==> config.mk <==
export PLATFORM = sky130hd
export DESIGN_NAME = mtx_hop_sequencer
export DESIGN_NICKNAME = d
export VERILOG_FILES = /design/src/rtl/mtx_hop_sequencer.sv
export SDC_FILE = /design/constraint.sdc
export NUM_CORES = 1
export LEC_CHECK = 0
export CORE_MARGIN = 2
export CORE_UTILIZATION = 50
export CTS_BUF_LIST = sky130_fd_sc_hd__clkbuf_8
export CTS_CLUSTER_DIAMETER = 30
export DETAILED_ROUTE_END_ITERATION = 10
export GPL_TIMING_DRIVEN = 1
export PLACE_DENSITY = 0.75
export SLEW_MARGIN = 10
export SYNTH_ARGS = -nofsm -noshare
export SYNTH_HDL_FRONTEND = slang
export SYNTH_SLANG_ARGS = --single-unit
export TNS_END_PERCENT = 30
==> constraint.sdc <==
create_clock -name clk -period 3.6 [get_ports clk]
set_input_delay 0.72 -clock clk [delete_from_list [all_inputs] [get_ports clk]]
set_output_delay 0.72 -clock clk [all_outputs]
set_load 0.01 [all_outputs]
==> src/rtl/mtx_hop_sequencer.sv <==
// mtx_hop_sequencer: upstream controller for the tag-chip IQ generator.
// Steps through a sequential or LFSR pseudo-random channel sequence, drives
// the chip's phase handshake, hop increment and soft reset, and checks that
// the chip's hop boundary agrees with a locally counted beat total.
module mtx_hop_sequencer #(
  parameter int                     PHASE_WIDTH  = 24,
  parameter int                     CHAN_BITS    = 3,
  parameter logic [PHASE_WIDTH-1:0] BASE_PH_INC  = 24'h000000,
  parameter logic [PHASE_WIDTH-1:0] CHAN_SPACING = 24'h010000,
  parameter int                     LFSR_WIDTH   = 16,
  parameter int                     HOPS_WIDTH   = 16,
  parameter int                     BEAT_WIDTH   = 20,
  parameter int                     HOP_BEATS    = 294912
) (
  input  logic                   clk,
  input  logic                   resetn,
  input  logic                   start,
  input  logic                   stop,
  input  logic                   hop_mode,
  input  logic [LFSR_WIDTH-1:0]  lfsr_seed,
  input  logic [HOPS_WIDTH-1:0]  num_hops,
  input  logic                   hop_ready,
  input  logic                   phase_tready,
  output logic                   phase_tvalid,
  output logic                   phase_tlast,
  output logic [PHASE_WIDTH-1:0] hop_phase_inc,
  output logic                   srst,
  output logic [CHAN_BITS-1:0]   chan_idx,
  output logic [HOPS_WIDTH-1:0]  hop_cnt,
  output logic                   busy,
  output logic                   done,
  output logic                   sync_err
);

  localparam logic [BEAT_WIDTH-1:0] HOP_BEATS_C = BEAT_WIDTH'(HOP_BEATS);
  localparam logic [BEAT_WIDTH-1:0] LAST_BEAT_C = BEAT_WIDTH'(HOP_BEATS - 1);
  localparam logic [BEAT_WIDTH-1:0] BEAT_MAX_C  = {BEAT_WIDTH{1'b1}};

  typedef enum logic [2:0] {
    S_IDLE = 3'd0,
    S_LOAD = 3'd1,
    S_SYNC = 3'd2,
    S_RUN  = 3'd3,
    S_ADV  = 3'd4,
    S_DONE = 3'd5
  } state_t;

  // Fibonacci LFSR step: shift left, feedback taps 16/14/13/11.
  function automatic logic [LFSR_WIDTH-1:0] lfsr_step(input logic [LFSR_WIDTH-1:0] cur);
    return {cur[LFSR_WIDTH-2:0], cur[15] ^ cur[13] ^ cur[12] ^ cur[10]};
  endfunction

  // Channel increment: base plus channel times spacing, wrapping at PHASE_WIDTH.
  function automatic logic [PHASE_WIDTH-1:0] chan_inc(input logic [CHAN_BITS-1:0] ch);
    logic [PHASE_WIDTH-1:0] ch_ext;
    ch_ext = {{(PHASE_WIDTH-CHAN_BITS){1'b0}}, ch};
    return BASE_PH_INC + (CHAN_SPACING * ch_ext);
  endfunction

  state_t                 state_q, state_d;
  logic                   mode_q, mode_d;
  logic [LFSR_WIDTH-1:0]  lfsr_q, lfsr_d;
  logic [HOPS_WIDTH-1:0]  num_hops_q, num_hops_d;
  logic [HOPS_WIDTH-1:0]  hop_cnt_q, hop_cnt_d;
  logic [CHAN_BITS-1:0]   chan_q, chan_d;
  logic [PHASE_WIDTH-1:0] inc_q, inc_d;
  logic [BEAT_WIDTH-1:0]  beat_q, beat_d;
  logic                   sync_err_q, sync_err_d;
  logic                   tvalid_q, tvalid_d;
  logic                   tlast_q, tlast_d;
  logic                   srst_q, srst_d;
  logic                   busy_q, busy_d;
  logic                   done_q, done_d;

  logic [LFSR_WIDTH-1:0]  seed_eff;
  logic [LFSR_WIDTH-1:0]  lfsr_next;

  // A zero seed would lock the LFSR, so it is replaced by 1.
  assign seed_eff  = (lfsr_seed == {LFSR_WIDTH{1'b0}}) ? LFSR_WIDTH'(1) : lfsr_seed;
  assign lfsr_next = lfsr_step(lfsr_q);

  // Next-state, datapath and registered-output computation.
  always_comb begin
    state_d    = state_q;
    mode_d     = mode_q;
    lfsr_d     = lfsr_q;
    num_hops_d = num_hops_q;
    hop_cnt_d  = hop_cnt_q;
    chan_d     = chan_q;
    inc_d      = inc_q;
    beat_d     = beat_q;
    sync_err_d = sync_err_q;

    if (stop && (state_q != S_IDLE)) begin
      // Abort wins over everything, including a pending hop_ready.
      state_d = S_IDLE;
      beat_d  = {BEAT_WIDTH{1'b0}};
    end else begin
      case (state_q)
        S_IDLE: begin
          if (start && !stop) begin
            mode_d     = hop_mode;
            lfsr_d     = seed_eff;
            num_hops_d = num_hops;
            sync_err_d = 1'b0;
            hop_cnt_d  = {HOPS_WIDTH{1'b0}};
            beat_d     = {BEAT_WIDTH{1'b0}};
            chan_d     = hop_mode ? seed_eff[CHAN_BITS-1:0] : {CHAN_BITS{1'b0}};
            state_d    = S_LOAD;
          end else begin
            state_d = S_IDLE;
          end
        end
        S_LOAD: begin
          inc_d   = chan_inc(chan_q);
          state_d = S_SYNC;
        end
        S_SYNC: begin
          state_d = S_RUN;
        end
        S_RUN: begin
          if (tvalid_q && phase_tready && (beat_q != BEAT_MAX_C)) begin
            beat_d = beat_q + BEAT_WIDTH'(1);
          end else begin
            beat_d = beat_q;
          end
          if (hop_ready) begin
            state_d = S_ADV;
          end else begin
            state_d = S_RUN;
          end
        end
        S_ADV: begin
          if (beat_q != HOP_BEATS_C) begin
            sync_err_d = 1'b1;
          end else begin
            sync_err_d = sync_err_q;
          end
          hop_cnt_d = hop_cnt_q + HOPS_WIDTH'(1);
          beat_d    = {BEAT_WIDTH{1'b0}};
          if ((num_hops_q != {HOPS_WIDTH{1'b0}}) && (hop_cnt_d == num_hops_q)) begin
            state_d = S_DONE;
          end else if (mode_q) begin
            lfsr_d  = lfsr_next;
            chan_d  = lfsr_next[CHAN_BITS-1:0];
            state_d = S_LOAD;
          end else begin
            chan_d  = chan_q + CHAN_BITS'(1);
            state_d = S_LOAD;
          end
        end
        S_DONE: begin
          state_d = S_IDLE;
        end
        default: begin
          state_d = S_IDLE;
        end
      endcase
    end

    // Outputs are registered from the state being entered.
    tvalid_d = (state_d == S_RUN);
    tlast_d  = (state_d == S_RUN) && (beat_d == LAST_BEAT_C);
    srst_d   = (state_d != S_RUN) && (state_d != S_ADV);
    busy_d   = (state_d != S_IDLE);
    done_d   = (state_d == S_DONE);
  end

  // State and output registers with synchronous active-low reset.
  always_ff @(posedge clk) begin
    if (!resetn) begin
      state_q    <= S_IDLE;
      mode_q     <= 1'b0;
      lfsr_q     <= LFSR_WIDTH'(1);
      num_hops_q <= {HOPS_WIDTH{1'b0}};
      hop_cnt_q  <= {HOPS_WIDTH{1'b0}};
      chan_q     <= {CHAN_BITS{1'b0}};
      inc_q      <= BASE_PH_INC;
      beat_q     <= {BEAT_WIDTH{1'b0}};
      sync_err_q <= 1'b0;
      tvalid_q   <= 1'b0;
      tlast_q    <= 1'b0;
      srst_q     <= 1'b1;
      busy_q     <= 1'b0;
      done_q     <= 1'b0;
    end else begin
      state_q    <= state_d;
      mode_q     <= mode_d;
      lfsr_q     <= lfsr_d;
      num_hops_q <= num_hops_d;
      hop_cnt_q  <= hop_cnt_d;
      chan_q     <= chan_d;
      inc_q      <= inc_d;
      beat_q     <= beat_d;
      sync_err_q <= sync_err_d;
      tvalid_q   <= tvalid_d;
      tlast_q    <= tlast_d;
      srst_q     <= srst_d;
      busy_q     <= busy_d;
      done_q     <= done_d;
    end
  end

  assign phase_tvalid  = tvalid_q;
  assign phase_tlast   = tlast_q;
  assign hop_phase_inc = inc_q;
  assign srst          = srst_q;
  assign chan_idx      = chan_q;
  assign hop_cnt       = hop_cnt_q;
  assign busy          = busy_q;
  assign done          = done_q;
  assign sync_err      = sync_err_q;

endmodule

Word-level counts from Yosys, hierarchy flattened
Index checks and enable logic that the tools add are counted.
{ "classes": {"mux": 24, "reduce_logical": 20, "n_bitwise": 4, "n_eq_ne": 16, "add_sub_neg": 3} }
{ "ops": {"columns": ["operator", "count"], "rows": [
  ["16-bit two-way mux", 5],
  ["16-bit case mux with 2 select lines", 2],
  ["20-bit two-way mux", 3],
  ["20-bit case mux with 3 select lines", 1],
  ["3-bit two-way mux", 7],
  ["20-bit by 1-bit adder with 20-bit output, second input constant", 1],
  ["20-bit by 19-bit equality test with 1-bit output, second input constant", 1],
  ["20-bit by 19-bit inequality test with 1-bit output, second input constant", 1],
  ["20-bit inequality test, second input constant", 1],
  ["16-bit by 1-bit adder with 16-bit output, second input constant", 1],
  ["16-bit equality test", 1],
  ["16-bit logical NOT", 1],
  ["16-bit nonzero test", 1],
  ["3-bit case mux with 5 select lines", 1],
  ["3-bit by 2-bit equality test with 1-bit output, second input constant", 3],
  ["2-bit inequality test, second input constant", 4],
  ["4-bit AND reduction", 2],
  ["1-bit logical AND", 7],
  ["3-bit equality test, second input constant", 2],
  ["3-bit case mux with 2 select lines", 1],
  ["3-bit AND reduction", 2],
  ["3-bit nonzero test", 2],
  ["5-bit AND reduction", 1],
  ["3-bit by 1-bit adder with 3-bit output, second input constant", 1],
  ["other kinds (11)", 15]
]} }
{ "word_totals": {"output_inout_bits": 49, "register_bits": 84, "wordCells": 81} }

Logic depth before layout (Yosys ltp)
{ "logic_depth": {"ltp_word": 8, "depth_mapped": 10} }

Least setup slack after synthesis
OpenSTA, ideal clock, no wires.
{ "synth_path": {"path_kind": "input port to flip-flop", "start": "input port phase_tready", "end": "register tlast_q (netlist: phase_tlast)", "setup_ns": 0.088, "slack_ns": 0.943, "cell_stages": 8, "arrival_time_ns": 2.570, "n_path_buf": 1, "required_ns": 3.512, "cell_sequence": "and2_1 clkbuf_1 nand3_1 nor4b_1 mux2i_1 nand2_1 or4_1 nor4_2"} }
{ "synth_between": {"elab_chain_len": 7} }
{ "synth_rtl": {"columns": ["element", "line", "source"], "rows": [
  ["start, declared", "23", "input logic phase_tready,"],
  ["1-bit logical AND (2 in series)", "122", "if (tvalid_q && phase_tready && (beat_q != BEAT_MAX_C)) begin"],
  ["20-bit two-way mux", "122", null],
  ["20-bit case mux with 3 select lines", "99", "case (state_q)"],
  ["20-bit two-way mux", "94", "if (stop && (state_q != S_IDLE)) begin"],
  ["20-bit by 19-bit equality test with 1-bit output", "163", "tlast_d = (state_d == S_RUN) && (beat_d == LAST_BEAT_C);"],
  ["1-bit logical AND", "163", null],
  ["end signal, assigned", "197", "tlast_q <= tlast_d;"],
  ["end, declared", "70", "logic tlast_q, tlast_d;"]
]} }
Every way passes these cells.
A chain may end at the register's enable or synchronous reset.

Final worst setup path
{ "layout_path": {"start": "register hop_cnt_q[0] (netlist: hop_cnt[0])", "end": "register lfsr_q[2]"} }
{ "layout_between": {"elab_chain_len": 5} }
{ "layout_rtl": {"columns": ["element", "line", "source"], "rows": [
  ["start, declared", "64", "logic [HOPS_WIDTH-1:0] hop_cnt_q, hop_cnt_d;"],
  ["start signal, assigned", "176", "hop_cnt_q <= {HOPS_WIDTH{1'b0}};"],
  ["start signal, assigned", "191", "hop_cnt_q <= hop_cnt_d;"],
  ["16-bit by 1-bit adder with 16-bit output", "139", "hop_cnt_d = hop_cnt_q + HOPS_WIDTH'(1);"],
  ["16-bit equality test", "141", "if ((num_hops_q != {HOPS_WIDTH{1'b0}}) && (hop_cnt_d == num_hops_q)) begin"],
  ["1-bit logical AND", "141", null],
  ["2-bit inequality test (no line)", null, null],
  ["5-bit AND reduction (no line)", null, null],
  ["end signal, assigned", "189", "lfsr_q <= lfsr_d;"],
  ["end, declared", "62", "logic [LFSR_WIDTH-1:0] lfsr_q, lfsr_d;"]
]} }
Every way passes these cells.

==> impl.org <==
** Power
- Leakage Power :: between 2 and 2.5 nW
- For this design the ratio of total power to cell area is between 300 and 400 mW/mm².
- Peak VDD IR :: approximately 0.18 mV
- Summing internal, switching and leakage power gives between 1.5 and 2 mW.

** Synth
- Avg Inst Size Synth :: between 7 and 8 µm²
- Sequential element share of the synthesized area :: a little under a third
- Gate Count Post-Synth :: between 600 and 700
- sky130_fd_sc_hd__dfxtp_1 takes more of the synthesized area than any other cell.
- The synthesized netlist contains slightly above 70 unique library cells.
- Count of state elements after synthesis :: 84
- Most frequent cell after synthesis :: sky130_fd_sc_hd__dfxtp_1
- Top area cells in the synthesized netlist :: sky130_fd_sc_hd__dfxtp_1 31%, sky130_fd_sc_hd__a21oi_1 5.4%, sky130_fd_sc_hd__nand2_1 5.3%, sky130_fd_sc_hd__mux2i_1 4.5%, sky130_fd_sc_hd__nand3_1 3.8%
- By count the netlist is led by 84 x sky130_fd_sc_hd__dfxtp_1, 76 x sky130_fd_sc_hd__nand2_1, 58 x sky130_fd_sc_hd__a21oi_1, 52 x sky130_fd_sc_hd__nor2_1, 41 x sky130_fd_sc_hd__nand3_1.
- The synthesized netlist occupies a cell area of 0.00539 mm².
- In the synthesized netlist the dominant register cell turns out to be sky130_fd_sc_hd__dfxtp_1.
- For this run, the number of Yosys warnings is 0.
- Counting flops with an async set or reset pin after synthesis yields a share of 0%.
- The share of synthesized area in the top cell type comes to ~31%.
- EDFF count, synth :: 0

** Detailed routing
- After detailed routing, the number of remaining DRC violations is 0.
- Count of antenna-violating nets left after detailed routing :: 0
- First-pass iteration count of the detailed router :: 5
- The detailed router placed a little over 5,000 vias in this run.
- Detailed Route WL :: ~15,000 µm
- After detailed routing, the number of vias per cell comes to a little over 6.
- 1st-iter DRT viols :: roughly 320
- In the final routed layout, each cell accounts on average for approximately 17 µm.

** Setup path
- Worst reg2reg path startpoint :: hop_cnt[0]$_SDFFE_PN0P_
- Destination of the worst register-to-register timing path :: lfsr_q[2]$_SDFFE_PN0P_
- STA classifies the critical path endpoint as a flip-flop.
- WP data required :: around 3.8 ns
- Counting stages on the worst path, the most repeated cell is sky130_fd_sc_hd__buf_4.
- Setup slack on the worst reg-to-reg path comes out at just under 0.5 ns.
- Critical Path Slowest Stage Cell :: sky130_fd_sc_hd__nor4_1
- WS Path Type :: flip-flop to flip-flop
- CP Max Fanout :: 20
- The largest single stage delay on the critical path is 0.50 ns.
- Type of element launching the critical path :: flip-flop
- Cells along the critical path :: ha_1 > nand3_1 > buf_4 > nor4_1 > a21oi_1 > a211oi_2 > nand4_4 > buf_4 > a21oi_2 > nor3b_2
- Arrival time worst endpoint :: approximately 3.4 ns
- Number of cell instances on the worst register-to-register path :: 10

** Timing
- Setup repair after global routing missed its margin :: false
- Across all setup checks in the final design, the least slack found is ~0.5 ns.
- Final Skew :: between 0.01 and 0.015 ns
- Headroom to the max-slew limit came out at roughly 47%.
- At the pin with the least slew margin, the transition time is ~0.8 ns.
- Setup violators final :: 0
- The count of endpoints failing hold in the final timing report came to 0.
- Achievable frequency :: about 320 MHz
- The max-slew violation count came to 0.
- In the finished design, the share of the clock period the worst path needs comes to roughly 86%.
- Setup total negative slack on the finished layout was measured at 0 ns.
- Min Clock Period, post-route :: ~3.1 ns

** Global route
- The via count of the first global-routing pass is 5,020.
- In the global route stage, overall resource usage came out at between 20% and 30%.
- Global-route wire length before repair :: about 24,000 µm
- Summed over all layers, the global routing overflow is 0.
- The initial antenna violation count was 0.
- Maximum number of pins on one net before global-route repair :: 56

** Floorplanning
- Effective utilization at floorplan :: 51.7%
- Die Footprint :: roughly 0.012 mm²
- Die Height :: 108 µm
- The die is approximately 110 µm wide.
- The core region is ~0.010 mm².
- The initialized floorplan defines 37 standard-cell rows.
- During I/O placement, the number of pins put on the boundary was about 90.

** Cells and area
- Final design utilization :: 59.1%
- Number of inserted filler cells in the final layout :: approximately 960
- The net count of the finished layout is about 760.
- Ant diodes :: 0
- From synthesis to final layout, the design area changed by 14.4%.
- Footprint of the multi-input gates :: around 0.0033 mm²
- In the final layout, flip-flops and latches occupy around 0.0017 mm².
- Share of cells above drive strength 1 :: between 10% and 20%

** Placement
- In this run the tool buffered the top-level ports with 66 buffer cells.
- Before CTS, the worst setup slack after placement is slightly below 0.3 ns.
- Last weighted congestion value of the routability-driven placer :: 0.937
- Hpwl dp :: between 10,000 and 15,000 µm

** Clock network
- Maximum buffer depth of the clock tree :: 2
- Counting the buffers created by CTS gives 9.
- Clock-pin slew was measured on the worst setup and hold paths at approximately 0.090 ns.
- Source-to-sink clock delay at the later pin of the worst-skew pair :: 0.37 ns
- Post-CTS repair changed the size of 0 cells.
- Number of clock sinks :: 84
- Total setup buffers inserted after CTS :: 0
- TritonCTS built the clock tree.
- CTS built an H-tree with a depth of 3.
- The tree is rooted in a sky130_fd_sc_hd__clkbuf_8.
- Hold Buf Count CTS :: 0

** Min path
- The path class of the tightest hold or removal check is flip-flop to flip-flop.
- Cell depth of the worst hold path :: 2
- The startpoint identified for the worst hold timing path is sync_err$_SDFFE_PN0P_.
- Worst-case hold path end point :: sync_err$_SDFFE_PN0P_

** Outcome
- The flow ran to the end, and the final reports show no timing, DRC or antenna violations.

** Run
- Max-cap violation count :: 0
[report_power, final]
| group | switching [mW] | total (mW) | leakage (nW) | internal (mW) |
|---|---|---|---|---|
| logic | 0.127 | 0.236 | 1.49 | 0.109 |
| registers | 0.0284 | 0.983 | 0.682 | 0.954 |
| clock network | 0.373 | 0.697 | 0.100 | 0.324 |
| total | 0.528 | 1.92 | 2.27 | 1.39 |
[worst max-delay path by stage]
| stage | from | to | cells after the start |
|---|---|---|---|
| after floorplan | phase_tready | phase_tlast$_SDFF_PN0_ | 8 |
| after global placement | stop | phase_tlast$_SDFF_PN0_ | 8 |
| after detailed placement | stop | phase_tlast$_SDFF_PN0_ | 8 |
| after CTS | hop_cnt[0]$_SDFFE_PN0P_ | lfsr_q[4]$_SDFFE_PN0P_ | 10 |
| after global routing | hop_cnt[0]$_SDFFE_PN0P_ | lfsr_q[2]$_SDFFE_PN0P_ | 10 |
| final | hop_cnt[0]$_SDFFE_PN0P_ | lfsr_q[2]$_SDFFE_PN0P_ | 10 |
[registers in the layout, summed over array words and instances (netlist names)]
register,cells
sync_err,1
busy,1
chan_idx,3
state_q,3
done,1
hop_phase_inc,3
phase_tlast,1
mode_q,1
srst,1
phase_tvalid,1
beat_q,20
hop_cnt,16
num_hops_q,16
lfsr_q,16
[per-stage QoR]
step | instance area (µm²) | cells | hold slack [ns]
finish | 6160 | 854 | 0.461
floorplan | 5460 | 700 | 0.446
global route | 6160 | 854 | 0.515
global placement | 5960 | 838 | 0.450
detailed placement | 5960 | 838 | 0.454
CTS | 6160 | 854 | 0.466
[layout make-up]
class	instances	area share (%)
clock buffers	9	2.01
flip-flops and latches	84	27.3
repair buffers	78	12.2
well taps	136	2.76
multi-input cells	532	54.1
inverters	8	0.487
clock inverters	7	1.20
[logic make-up after synthesis]
group	after synthesis	share of synthesized area (%)
DFF	84	31.2
other	1	0.0696
muxes	25	4.67
adders and majority gates	4	0.929
AOI/OAI and AO/OA	150	18.0
buffers and inverters	84	8.43
xor gates and xnor gates	20	3.25
and+or+nand+nor	312	33.4
[placed cells by master, fill, tap and decap left out, types with 5 or more instances in the layout]
cell and count:
sky130_fd_sc_hd__dfxtp_1 84, sky130_fd_sc_hd__nand2_1 76, sky130_fd_sc_hd__clkdlybuf4s50_1 66, sky130_fd_sc_hd__a21oi_1 57
sky130_fd_sc_hd__nor2_1 52, sky130_fd_sc_hd__nand3_1 41, sky130_fd_sc_hd__o21ai_0 25, sky130_fd_sc_hd__mux2i_1 24
sky130_fd_sc_hd__conb_1 21, sky130_fd_sc_hd__nand4_1 20, sky130_fd_sc_hd__nor3_1 20, sky130_fd_sc_hd__nor4_1 20
sky130_fd_sc_hd__a21oi_2 14, sky130_fd_sc_hd__xnor2_1 14, sky130_fd_sc_hd__nor3b_2 13, sky130_fd_sc_hd__and3_1 12
sky130_fd_sc_hd__buf_4 12, sky130_fd_sc_hd__a31oi_1 10, sky130_fd_sc_hd__clkbuf_8 9, sky130_fd_sc_hd__nor2b_1 8
sky130_fd_sc_hd__inv_1 7, sky130_fd_sc_hd__and2_1 7, sky130_fd_sc_hd__xor2_1 6, sky130_fd_sc_hd__and4_1 6
sky130_fd_sc_hd__a211oi_1 6, sky130_fd_sc_hd__o211ai_1 5
[worst max-delay path: cells and delay by family (launching register included)]
family | cells | cell delay [ns]
fa+ha+maj | 1 | 0.28
simple gates | 4 | 1.15
compound gates | 3 | 0.51
buf+inv | 2 | 0.56
flops | 1 | 0.47
[metal layers]
layer / up-vias / GRT usage [%] / part of all wire [%]
li1: 2502 / - / -
met1: 2456 / 33.5 / 43
met2: 191 / 42.5 / 47
met3: 30 / 5.63 / 6.6
met4: 2 / 9.52 / 2.2
met5: - / 3.81 / 0.33
Note: power is estimated with default switching activity, not from simulation.
